==> config.mk <==
export PLATFORM = sky130hd
export DESIGN_NAME = axil_mem_arbiter_flat
export DESIGN_NICKNAME = d
export VERILOG_FILES = /design/src/rtl/axil_mem_arbiter_if.sv /design/src/rtl/axil_mem_arbiter.sv /design/src/flat_wrapper.sv
export SDC_FILE = /design/constraint.sdc
export NUM_CORES = 1
export LEC_CHECK = 0
export CORE_AREA = 5 5 168 170
export CTS_CLUSTER_SIZE = 28
export DETAILED_ROUTE_END_ITERATION = 6
export DIE_AREA = 0 0 173 175
export GPL_TIMING_DRIVEN = 0
export PLACE_DENSITY = 0.41
export SLEW_MARGIN = 20
export SYNTH_ARGS = -nofsm -noshare
export SYNTH_HDL_FRONTEND = slang
export SYNTH_SLANG_ARGS = --single-unit
==> constraint.sdc <==
create_clock -name clk -period 1.8 [get_ports clk]
set_input_delay 0.27 -clock clk [delete_from_list [all_inputs] [get_ports clk]]
set_output_delay 0.27 -clock clk [all_outputs]
set_load 0.005 [all_outputs]
==> src/rtl/axil_mem_arbiter_if.sv <==
// AXI-Lite channel bundle shared by the arbiter's IFU, LSU and memory-side ports.
// master drives address/data/ready-for-response; slave drives accept-ready and responses.
interface axil_mem_arbiter_if #(
  parameter int AW = 32,
  parameter int DW = 32
);
  logic [AW-1:0]   awaddr;
  logic            awvalid;
  logic            awready;
  logic [DW-1:0]   wdata;
  logic [DW/8-1:0] wstrb;
  logic            wvalid;
  logic            wready;
  logic [1:0]      bresp;
  logic            bvalid;
  logic            bready;
  logic [AW-1:0]   araddr;
  logic            arvalid;
  logic            arready;
  logic [DW-1:0]   rdata;
  logic [1:0]      rresp;
  logic            rvalid;
  logic            rready;

  modport master (
    output awaddr, awvalid, wdata, wstrb, wvalid, bready, araddr, arvalid, rready,
    input  awready, wready, bresp, bvalid, arready, rdata, rresp, rvalid
  );

  modport slave (
    input  awaddr, awvalid, wdata, wstrb, wvalid, bready, araddr, arvalid, rready,
    output awready, wready, bresp, bvalid, arready, rdata, rresp, rvalid
  );
endinterface

==> src/rtl/axil_mem_arbiter.sv <==
// Round-robin AXI-Lite arbiter: IFU (read-only) and LSU (read/write) share one memory slave,
// one transaction in flight; grant is registered, routing while granted is combinational.
module axil_mem_arbiter #(
  parameter int AW = 32,
  parameter int DW = 32
) (
  input  logic              clk,
  input  logic              rst,
  axil_mem_arbiter_if.slave  ifu_bus,
  axil_mem_arbiter_if.slave  lsu_bus,
  axil_mem_arbiter_if.master s_bus
);

  typedef enum logic [1:0] {
    IDLE    = 2'd0,
    G_IFU_R = 2'd1,
    G_LSU_R = 2'd2,
    G_LSU_W = 2'd3
  } state_t;

  localparam logic GRANT_IFU = 1'b0;
  localparam logic GRANT_LSU = 1'b1;

  state_t r_state;
  state_t w_state_nxt;
  state_t w_lsu_target;
  logic   r_last_grant;
  logic   w_last_grant_nxt;
  logic   w_ifu_req;
  logic   w_lsu_wreq;
  logic   w_lsu_rreq;
  logic   w_lsu_req;
  logic   w_unused_ifu_wr;

  assign w_ifu_req    = ifu_bus.arvalid;
  assign w_lsu_wreq   = lsu_bus.awvalid && lsu_bus.wvalid;
  assign w_lsu_rreq   = lsu_bus.arvalid && !w_lsu_wreq;
  assign w_lsu_req    = w_lsu_wreq || w_lsu_rreq;
  assign w_lsu_target = w_lsu_wreq ? G_LSU_W : G_LSU_R;

  // The IFU never writes; its write-request fields are sunk here.
  assign w_unused_ifu_wr = ^{ifu_bus.awaddr, ifu_bus.awvalid, ifu_bus.wdata,
                             ifu_bus.wstrb, ifu_bus.wvalid, ifu_bus.bready};

  // Grant state and round-robin pointer
  always_ff @(posedge clk) begin
    if (!rst) begin
      r_state      <= IDLE;
      r_last_grant <= GRANT_LSU;
    end else begin
      r_state      <= w_state_nxt;
      r_last_grant <= w_last_grant_nxt;
    end
  end

  // Arbitration and completion; the pointer only moves when both masters contend
  always_comb begin
    w_state_nxt      = r_state;
    w_last_grant_nxt = r_last_grant;
    case (r_state)
      IDLE: begin
        if (w_ifu_req && w_lsu_req) begin
          if (r_last_grant == GRANT_LSU) begin
            w_state_nxt      = G_IFU_R;
            w_last_grant_nxt = GRANT_IFU;
          end else begin
            w_state_nxt      = w_lsu_target;
            w_last_grant_nxt = GRANT_LSU;
          end
        end else if (w_ifu_req) begin
          w_state_nxt = G_IFU_R;
        end else if (w_lsu_req) begin
          w_state_nxt = w_lsu_target;
        end else begin
          w_state_nxt = IDLE;
        end
      end
      G_IFU_R: begin
        if (s_bus.rvalid && ifu_bus.rready) begin
          w_state_nxt = IDLE;
        end else begin
          w_state_nxt = G_IFU_R;
        end
      end
      G_LSU_R: begin
        if (s_bus.rvalid && lsu_bus.rready) begin
          w_state_nxt = IDLE;
        end else begin
          w_state_nxt = G_LSU_R;
        end
      end
      G_LSU_W: begin
        if (s_bus.bvalid && lsu_bus.bready) begin
          w_state_nxt = IDLE;
        end else begin
          w_state_nxt = G_LSU_W;
        end
      end
      default: begin
        w_state_nxt = IDLE;
      end
    endcase
  end

  // Channel routing: everything idles at zero unless the current grant connects it
  always_comb begin
    s_bus.awaddr    = {AW{1'b0}};
    s_bus.awvalid   = 1'b0;
    s_bus.wdata     = {DW{1'b0}};
    s_bus.wstrb     = {(DW/8){1'b0}};
    s_bus.wvalid    = 1'b0;
    s_bus.bready    = 1'b0;
    s_bus.araddr    = {AW{1'b0}};
    s_bus.arvalid   = 1'b0;
    s_bus.rready    = 1'b0;
    ifu_bus.awready = 1'b0;
    ifu_bus.wready  = 1'b0;
    ifu_bus.bresp   = 2'b00;
    ifu_bus.bvalid  = 1'b0;
    ifu_bus.arready = 1'b0;
    ifu_bus.rdata   = {DW{1'b0}};
    ifu_bus.rresp   = 2'b00;
    ifu_bus.rvalid  = 1'b0;
    lsu_bus.awready = 1'b0;
    lsu_bus.wready  = 1'b0;
    lsu_bus.bresp   = 2'b00;
    lsu_bus.bvalid  = 1'b0;
    lsu_bus.arready = 1'b0;
    lsu_bus.rdata   = {DW{1'b0}};
    lsu_bus.rresp   = 2'b00;
    lsu_bus.rvalid  = 1'b0;
    case (r_state)
      G_IFU_R: begin
        s_bus.araddr    = ifu_bus.araddr;
        s_bus.arvalid   = ifu_bus.arvalid;
        s_bus.rready    = ifu_bus.rready;
        ifu_bus.arready = s_bus.arready;
        ifu_bus.rdata   = s_bus.rdata;
        ifu_bus.rresp   = s_bus.rresp;
        ifu_bus.rvalid  = s_bus.rvalid;
      end
      G_LSU_R: begin
        s_bus.araddr    = lsu_bus.araddr;
        s_bus.arvalid   = lsu_bus.arvalid;
        s_bus.rready    = lsu_bus.rready;
        lsu_bus.arready = s_bus.arready;
        lsu_bus.rdata   = s_bus.rdata;
        lsu_bus.rresp   = s_bus.rresp;
        lsu_bus.rvalid  = s_bus.rvalid;
      end
      G_LSU_W: begin
        s_bus.awaddr    = lsu_bus.awaddr;
        s_bus.awvalid   = lsu_bus.awvalid;
        s_bus.wdata     = lsu_bus.wdata;
        s_bus.wstrb     = lsu_bus.wstrb;
        s_bus.wvalid    = lsu_bus.wvalid;
        s_bus.bready    = lsu_bus.bready;
        lsu_bus.awready = s_bus.awready;
        lsu_bus.wready  = s_bus.wready;
        lsu_bus.bresp   = s_bus.bresp;
        lsu_bus.bvalid  = s_bus.bvalid;
      end
      default: begin
        s_bus.arvalid = 1'b0;
      end
    endcase
  end

endmodule

==> src/flat_wrapper.sv <==
// flat-port wrapper written by rule: the top's interface ports become plain ports
module axil_mem_arbiter_flat 
#(
  parameter int AW = 32,
  parameter int DW = 32
)
  (clk, rst, ifu_bus_awaddr, ifu_bus_awvalid, ifu_bus_wdata, ifu_bus_wstrb, ifu_bus_wvalid, ifu_bus_bready, ifu_bus_araddr, ifu_bus_arvalid, ifu_bus_rready, ifu_bus_awready, ifu_bus_wready, ifu_bus_bresp, ifu_bus_bvalid, ifu_bus_arready, ifu_bus_rdata, ifu_bus_rresp, ifu_bus_rvalid, lsu_bus_awaddr, lsu_bus_awvalid, lsu_bus_wdata, lsu_bus_wstrb, lsu_bus_wvalid, lsu_bus_bready, lsu_bus_araddr, lsu_bus_arvalid, lsu_bus_rready, lsu_bus_awready, lsu_bus_wready, lsu_bus_bresp, lsu_bus_bvalid, lsu_bus_arready, lsu_bus_rdata, lsu_bus_rresp, lsu_bus_rvalid, s_bus_awaddr, s_bus_awvalid, s_bus_wdata, s_bus_wstrb, s_bus_wvalid, s_bus_bready, s_bus_araddr, s_bus_arvalid, s_bus_rready, s_bus_awready, s_bus_wready, s_bus_bresp, s_bus_bvalid, s_bus_arready, s_bus_rdata, s_bus_rresp, s_bus_rvalid);
  axil_mem_arbiter_if #(.AW(AW), .DW(DW)) ifu_bus_i ();
  axil_mem_arbiter_if #(.AW(AW), .DW(DW)) lsu_bus_i ();
  axil_mem_arbiter_if #(.AW(AW), .DW(DW)) s_bus_i ();
  input  logic clk;
  input  logic rst;
  input wire logic [$bits(ifu_bus_i.awaddr)-1:0] ifu_bus_awaddr;
  input wire logic [$bits(ifu_bus_i.awvalid)-1:0] ifu_bus_awvalid;
  input wire logic [$bits(ifu_bus_i.wdata)-1:0] ifu_bus_wdata;
  input wire logic [$bits(ifu_bus_i.wstrb)-1:0] ifu_bus_wstrb;
  input wire logic [$bits(ifu_bus_i.wvalid)-1:0] ifu_bus_wvalid;
  input wire logic [$bits(ifu_bus_i.bready)-1:0] ifu_bus_bready;
  input wire logic [$bits(ifu_bus_i.araddr)-1:0] ifu_bus_araddr;
  input wire logic [$bits(ifu_bus_i.arvalid)-1:0] ifu_bus_arvalid;
  input wire logic [$bits(ifu_bus_i.rready)-1:0] ifu_bus_rready;
  output wire logic [$bits(ifu_bus_i.awready)-1:0] ifu_bus_awready;
  output wire logic [$bits(ifu_bus_i.wready)-1:0] ifu_bus_wready;
  output wire logic [$bits(ifu_bus_i.bresp)-1:0] ifu_bus_bresp;
  output wire logic [$bits(ifu_bus_i.bvalid)-1:0] ifu_bus_bvalid;
  output wire logic [$bits(ifu_bus_i.arready)-1:0] ifu_bus_arready;
  output wire logic [$bits(ifu_bus_i.rdata)-1:0] ifu_bus_rdata;
  output wire logic [$bits(ifu_bus_i.rresp)-1:0] ifu_bus_rresp;
  output wire logic [$bits(ifu_bus_i.rvalid)-1:0] ifu_bus_rvalid;
  input wire logic [$bits(lsu_bus_i.awaddr)-1:0] lsu_bus_awaddr;
  input wire logic [$bits(lsu_bus_i.awvalid)-1:0] lsu_bus_awvalid;
  input wire logic [$bits(lsu_bus_i.wdata)-1:0] lsu_bus_wdata;
  input wire logic [$bits(lsu_bus_i.wstrb)-1:0] lsu_bus_wstrb;
  input wire logic [$bits(lsu_bus_i.wvalid)-1:0] lsu_bus_wvalid;
  input wire logic [$bits(lsu_bus_i.bready)-1:0] lsu_bus_bready;
  input wire logic [$bits(lsu_bus_i.araddr)-1:0] lsu_bus_araddr;
  input wire logic [$bits(lsu_bus_i.arvalid)-1:0] lsu_bus_arvalid;
  input wire logic [$bits(lsu_bus_i.rready)-1:0] lsu_bus_rready;
  output wire logic [$bits(lsu_bus_i.awready)-1:0] lsu_bus_awready;
  output wire logic [$bits(lsu_bus_i.wready)-1:0] lsu_bus_wready;
  output wire logic [$bits(lsu_bus_i.bresp)-1:0] lsu_bus_bresp;
  output wire logic [$bits(lsu_bus_i.bvalid)-1:0] lsu_bus_bvalid;
  output wire logic [$bits(lsu_bus_i.arready)-1:0] lsu_bus_arready;
  output wire logic [$bits(lsu_bus_i.rdata)-1:0] lsu_bus_rdata;
  output wire logic [$bits(lsu_bus_i.rresp)-1:0] lsu_bus_rresp;
  output wire logic [$bits(lsu_bus_i.rvalid)-1:0] lsu_bus_rvalid;
  output wire logic [$bits(s_bus_i.awaddr)-1:0] s_bus_awaddr;
  output wire logic [$bits(s_bus_i.awvalid)-1:0] s_bus_awvalid;
  output wire logic [$bits(s_bus_i.wdata)-1:0] s_bus_wdata;
  output wire logic [$bits(s_bus_i.wstrb)-1:0] s_bus_wstrb;
  output wire logic [$bits(s_bus_i.wvalid)-1:0] s_bus_wvalid;
  output wire logic [$bits(s_bus_i.bready)-1:0] s_bus_bready;
  output wire logic [$bits(s_bus_i.araddr)-1:0] s_bus_araddr;
  output wire logic [$bits(s_bus_i.arvalid)-1:0] s_bus_arvalid;
  output wire logic [$bits(s_bus_i.rready)-1:0] s_bus_rready;
  input wire logic [$bits(s_bus_i.awready)-1:0] s_bus_awready;
  input wire logic [$bits(s_bus_i.wready)-1:0] s_bus_wready;
  input wire logic [$bits(s_bus_i.bresp)-1:0] s_bus_bresp;
  input wire logic [$bits(s_bus_i.bvalid)-1:0] s_bus_bvalid;
  input wire logic [$bits(s_bus_i.arready)-1:0] s_bus_arready;
  input wire logic [$bits(s_bus_i.rdata)-1:0] s_bus_rdata;
  input wire logic [$bits(s_bus_i.rresp)-1:0] s_bus_rresp;
  input wire logic [$bits(s_bus_i.rvalid)-1:0] s_bus_rvalid;
  assign ifu_bus_i.awaddr = ifu_bus_awaddr;
  assign ifu_bus_i.awvalid = ifu_bus_awvalid;
  assign ifu_bus_i.wdata = ifu_bus_wdata;
  assign ifu_bus_i.wstrb = ifu_bus_wstrb;
  assign ifu_bus_i.wvalid = ifu_bus_wvalid;
  assign ifu_bus_i.bready = ifu_bus_bready;
  assign ifu_bus_i.araddr = ifu_bus_araddr;
  assign ifu_bus_i.arvalid = ifu_bus_arvalid;
  assign ifu_bus_i.rready = ifu_bus_rready;
  assign ifu_bus_awready = ifu_bus_i.awready;
  assign ifu_bus_wready = ifu_bus_i.wready;
  assign ifu_bus_bresp = ifu_bus_i.bresp;
  assign ifu_bus_bvalid = ifu_bus_i.bvalid;
  assign ifu_bus_arready = ifu_bus_i.arready;
  assign ifu_bus_rdata = ifu_bus_i.rdata;
  assign ifu_bus_rresp = ifu_bus_i.rresp;
  assign ifu_bus_rvalid = ifu_bus_i.rvalid;
  assign lsu_bus_i.awaddr = lsu_bus_awaddr;
  assign lsu_bus_i.awvalid = lsu_bus_awvalid;
  assign lsu_bus_i.wdata = lsu_bus_wdata;
  assign lsu_bus_i.wstrb = lsu_bus_wstrb;
  assign lsu_bus_i.wvalid = lsu_bus_wvalid;
  assign lsu_bus_i.bready = lsu_bus_bready;
  assign lsu_bus_i.araddr = lsu_bus_araddr;
  assign lsu_bus_i.arvalid = lsu_bus_arvalid;
  assign lsu_bus_i.rready = lsu_bus_rready;
  assign lsu_bus_awready = lsu_bus_i.awready;
  assign lsu_bus_wready = lsu_bus_i.wready;
  assign lsu_bus_bresp = lsu_bus_i.bresp;
  assign lsu_bus_bvalid = lsu_bus_i.bvalid;
  assign lsu_bus_arready = lsu_bus_i.arready;
  assign lsu_bus_rdata = lsu_bus_i.rdata;
  assign lsu_bus_rresp = lsu_bus_i.rresp;
  assign lsu_bus_rvalid = lsu_bus_i.rvalid;
  assign s_bus_awaddr = s_bus_i.awaddr;
  assign s_bus_awvalid = s_bus_i.awvalid;
  assign s_bus_wdata = s_bus_i.wdata;
  assign s_bus_wstrb = s_bus_i.wstrb;
  assign s_bus_wvalid = s_bus_i.wvalid;
  assign s_bus_bready = s_bus_i.bready;
  assign s_bus_araddr = s_bus_i.araddr;
  assign s_bus_arvalid = s_bus_i.arvalid;
  assign s_bus_rready = s_bus_i.rready;
  assign s_bus_i.awready = s_bus_awready;
  assign s_bus_i.wready = s_bus_wready;
  assign s_bus_i.bresp = s_bus_bresp;
  assign s_bus_i.bvalid = s_bus_bvalid;
  assign s_bus_i.arready = s_bus_arready;
  assign s_bus_i.rdata = s_bus_rdata;
  assign s_bus_i.rresp = s_bus_rresp;
  assign s_bus_i.rvalid = s_bus_rvalid;
  axil_mem_arbiter #(.AW(AW), .DW(DW)) u_core (.clk(clk), .rst(rst), .ifu_bus(ifu_bus_i), .lsu_bus(lsu_bus_i), .s_bus(s_bus_i));
endmodule
==> results.md, run 1 <==
- The flow ran to the end, but the final reports show violations.
- The checks that failed: negative setup slack.
- The synthesis-stage register bit count is 3.
- In the routed layout, each cell is associated on average with a via count of 3.38.
- The source-to-sink clock delay at the later pin of the worst-skew pair is 230 ps.
- Static timing analysis puts the maximum clock frequency at 519 MHz.
- Global routing consumed, over all layers together, roughly a tenth of the routing resources.
- The layout has between 2000 and 3000 filler cells.
- Max-cap violations in this run came to 0.
- The critical path in this run is classified as reg -> out.
- The number of nets in the layout is 961.
- For the worst flop-to-flop path, the logic depth is 7.
- TritonCTS built the clock tree.
- The number of global-route vias before repair came to ~3800.
- The count of nets left with antenna violations once routing finished came out at 0.
- The number of cells produced by synthesis is 279.
- The first global-routing pass estimated 22700 µm of wire.
- The via count is approximately 3500.
- In this run the clock root is driven by a clkbuf_16.
- The total die area is 0.0303 mm².
- The final sum of negative setup slack is -1680 ps.
- The initial detailed-routing violation count is 29.
- After detailed routing, the total wire length is 15900 µm.
- The count of synthesis-stage warnings from yosys is 0.
- Leaving out fill and tap cells, the most frequent cells in the layout are clkdlybuf4s50_1 (181), and2_1 (128), clkbuf_2 (69), buf_2 (50), buf_6 (41).
- For the finished layout, the period the worst path requires is roughly 1900 ps.
- Tracing the worst setup path back leads to its startpoint at u_core.r_state[1].
- The I/O pin count is 440.
- The core region is 0.0266 mm².
- The launch instance of the worst register-to-register path is u_core.r_state[1].
- Summed over all nets, the half-perimeter wirelength after detailed placement is 12800 µm.
- The endpoint identified for the worst register-to-register timing path is u_core.r_state[0].
- The most critical setup path has its endpoint at s_bus_araddr[23].
- For the worst setup path, the data arrival time is 1660 ps.
- In this run the core area contains 60 standard-cell rows.
- Clock-pin slew was measured on the worst setup and hold paths at roughly 30 ps.
- The number of different library cells used by synthesis comes to 23.
- The register area share after synthesis is under 10%.
- Power spread over the standard cell area amounts to 424 mW/mm².
- The final worst clock skew is between 3 and 4 ps.
- The chip height is 175 µm.
- Setup repair after global routing could not meet its margin everywhere.
- Of all nets on the critical path, the largest fanout is 6.
- CTS built an H-tree with a depth of 1.
- The total count of hold-check failures in the final report is 0.
- The buffer depth of the longest clock path is 2.
- Across all setup checks in the final design, the least slack found is -125 ps.
- The required time of the critical path is 1530 ps.
- The floorplan step set the die width to 173 µm.
- The number of antenna diodes is 0.
- The initial antenna violation count is 0.
- Each instance of the synthesized netlist takes up on average 6.57 µm².
- For this run, the detailed router's first-pass iteration total came to 2.
- Summed over all cells, the static leakage comes to 3.00 nW.
- The most frequent standard cell in the layout excluding fill and tap cells is clkdlybuf4s50_1.
- The critical path launch point type is a register.
- Once the floorplan was initialized, standard cells occupied just under 7% of the core.
- The pre-CTS worst setup slack is -519 ps.
- The number of hold buffers added after CTS was 0.
- Of the cells placed in the final design, the portion with a size suffix greater than 1 is 42.4%.
- The area overhead of the layout relative to synthesis is 266%.
- The worst ir drop on vdd is 175 µV.
- The total overflow left after global routing is 0.
- Setup slack on the worst reg-to-reg path comes out at between 300 and 400 ps.
- The synthesized netlist occupies a cell area of 0.00183 mm².
- Entering global routing, the biggest net connects 11 pins.
- The fraction of the cycle the final worst path needs is 107%.
- Setup violations remaining at the end of the flow were counted as 37.
- The post-route DRC violation count is 0.
- The tightest min-delay check is of the reg -> reg type.
- The routed wire length per instance is 15.2 µm.
- At the end of routability-driven placement, the weighted congestion stood at 0.718.
- In this run, CTS created clock tree buffers numbering 3.
- The clock sink total is 3.
- The number of I/O port buffers is 363.
- The number of pins exceeding their max-slew limit in the final report is 0.
- The worst setup path is captured at an output port.
==> critical path, cell delays in order (launching register included) <==
cell and delay [ps]:
dfxtp_4 370, inv_4 50, ha_4 180, buf_12 150, buf_8 130, buf_8 130
buf_6 110, a22oi_2 120, nor2b_1 70, buf_2 130
==> cell families after synthesis <==
logic type,count (synthesis),synth area share [%]
AND/OR/NAND/NOR,190,64.1
AO/OA/AOI/OAI,43,17.9
buffers and inverters,36,10.4
adder cells (fa/ha/maj),6,4.10
flip-flops,3,3.28
other,1,0.205
==> per-layer routing <==
metal  track usage, %  vias to the layer above  part of all wire (%)
met1             9.98                     1557                    37
met5                0                        -                     0
li1                 -                     1740                     -
met3             4.20                        8                   9.9
met4             1.10                        0                  0.70
met2             18.3                      222                    53
==> cells in the mapped netlist <==
library cell	instances	area, µm²
o21ai_0	2	10.0
conb_1	1	3.75
a311oi_2	1	15.0
buf_2	11	55.1
and2_1	148	926
buf_4	7	52.6
nand2b_1	1	6.26
ha_1	6	75.1
nand3_1	1	5.00
nor2b_1	34	213
or3_1	1	6.26
a21oi_1	2	10.0
a21o_1	1	7.51
a211oi_2	1	12.5
inv_1	4	15.0
a21boi_2	1	11.3
dfxtp_1	3	60.1
a22oi_1	34	255
clkbuf_1	7	26.3
o22ai_1	1	6.26
buf_6	1	11.3
clkbuf_2	6	30.0
nand2_1	5	18.8
==> power breakdown <==
group	switching (W)	internal [W]	total, W
Sequential	0.0000175	0.0000787	0.0000962
Combinational	0.000837	0.00155	0.00239
Clock	0.0000668	0.000293	0.000360
Total	0.000921	0.00192	0.00284
==> per-stage QoR <==
stage | power (W) | hold slack (ps) | cells | utilization, % | instance area, µm²
after floorplan | 0.000642 | 342 | 283 | - | 1850
after global placement | 0.00177 | 522 | 987 | 22.2 | 5910
after detailed placement | 0.00175 | 529 | 987 | 22.2 | 5910
after CTS | 0.00269 | 531 | 1032 | 25.5 | 6760
after global routing | 0.00305 | 576 | 1042 | 25.2 | 6710
final | 0.00284 | 534 | 1042 | 25.2 | 6710
==> worst min-delay path by stage <==
stage / start / endpoint / slack, ps / cells past startpoint
3_5_place_dp: u_core.r_last_grant / u_core.r_last_grant / 530 / 2
6_report: u_core.r_last_grant / u_core.r_last_grant / 530 / 2
3_3_place_gp: u_core.r_last_grant / u_core.r_last_grant / 520 / 2
4_1_cts: u_core.r_last_grant / u_core.r_last_grant / 530 / 2
5_1_grt: u_core.r_last_grant / u_core.r_last_grant / 580 / 2
2_1_floorplan: rst / u_core.r_last_grant / 340 / 1
==> layout make-up <==
type	count	area (µm²)	area share, %
buffer	28	404	6.02
tap	341	427	6.36
clock buffer	4	78.8	1.17
sequential	3	67.6	1.01
inverter	4	22.5	0.336
multi-input combinational	244	1930	28.8
timing repair buffer	418	3780	56.3
==> flip-flops by register name, indices dropped and copies added, names as in the netlist <==
signal               cells
u_core.r_state           2
u_core.r_last_grant      1
==> what timing repair did <==
item / in CTS / in global routing
pin swaps: 28 / 18
endpoints found under the hold margin: 0 / 0
cloned: 7 / 3
setup endpoints to repair: 182 / 88
gates resized for setup: 563 / 220
buffers inserted: 34 / 15
No activity file was read; power rests on OpenSTA's default activity.
==> run 2, diff against run 1 <==
- ABC_CLOCK_PERIOD_IN_PS: not set -> 1800
==> results of run 2 <==
The final DEF is identical to that of run 1; final timing and power are the same.
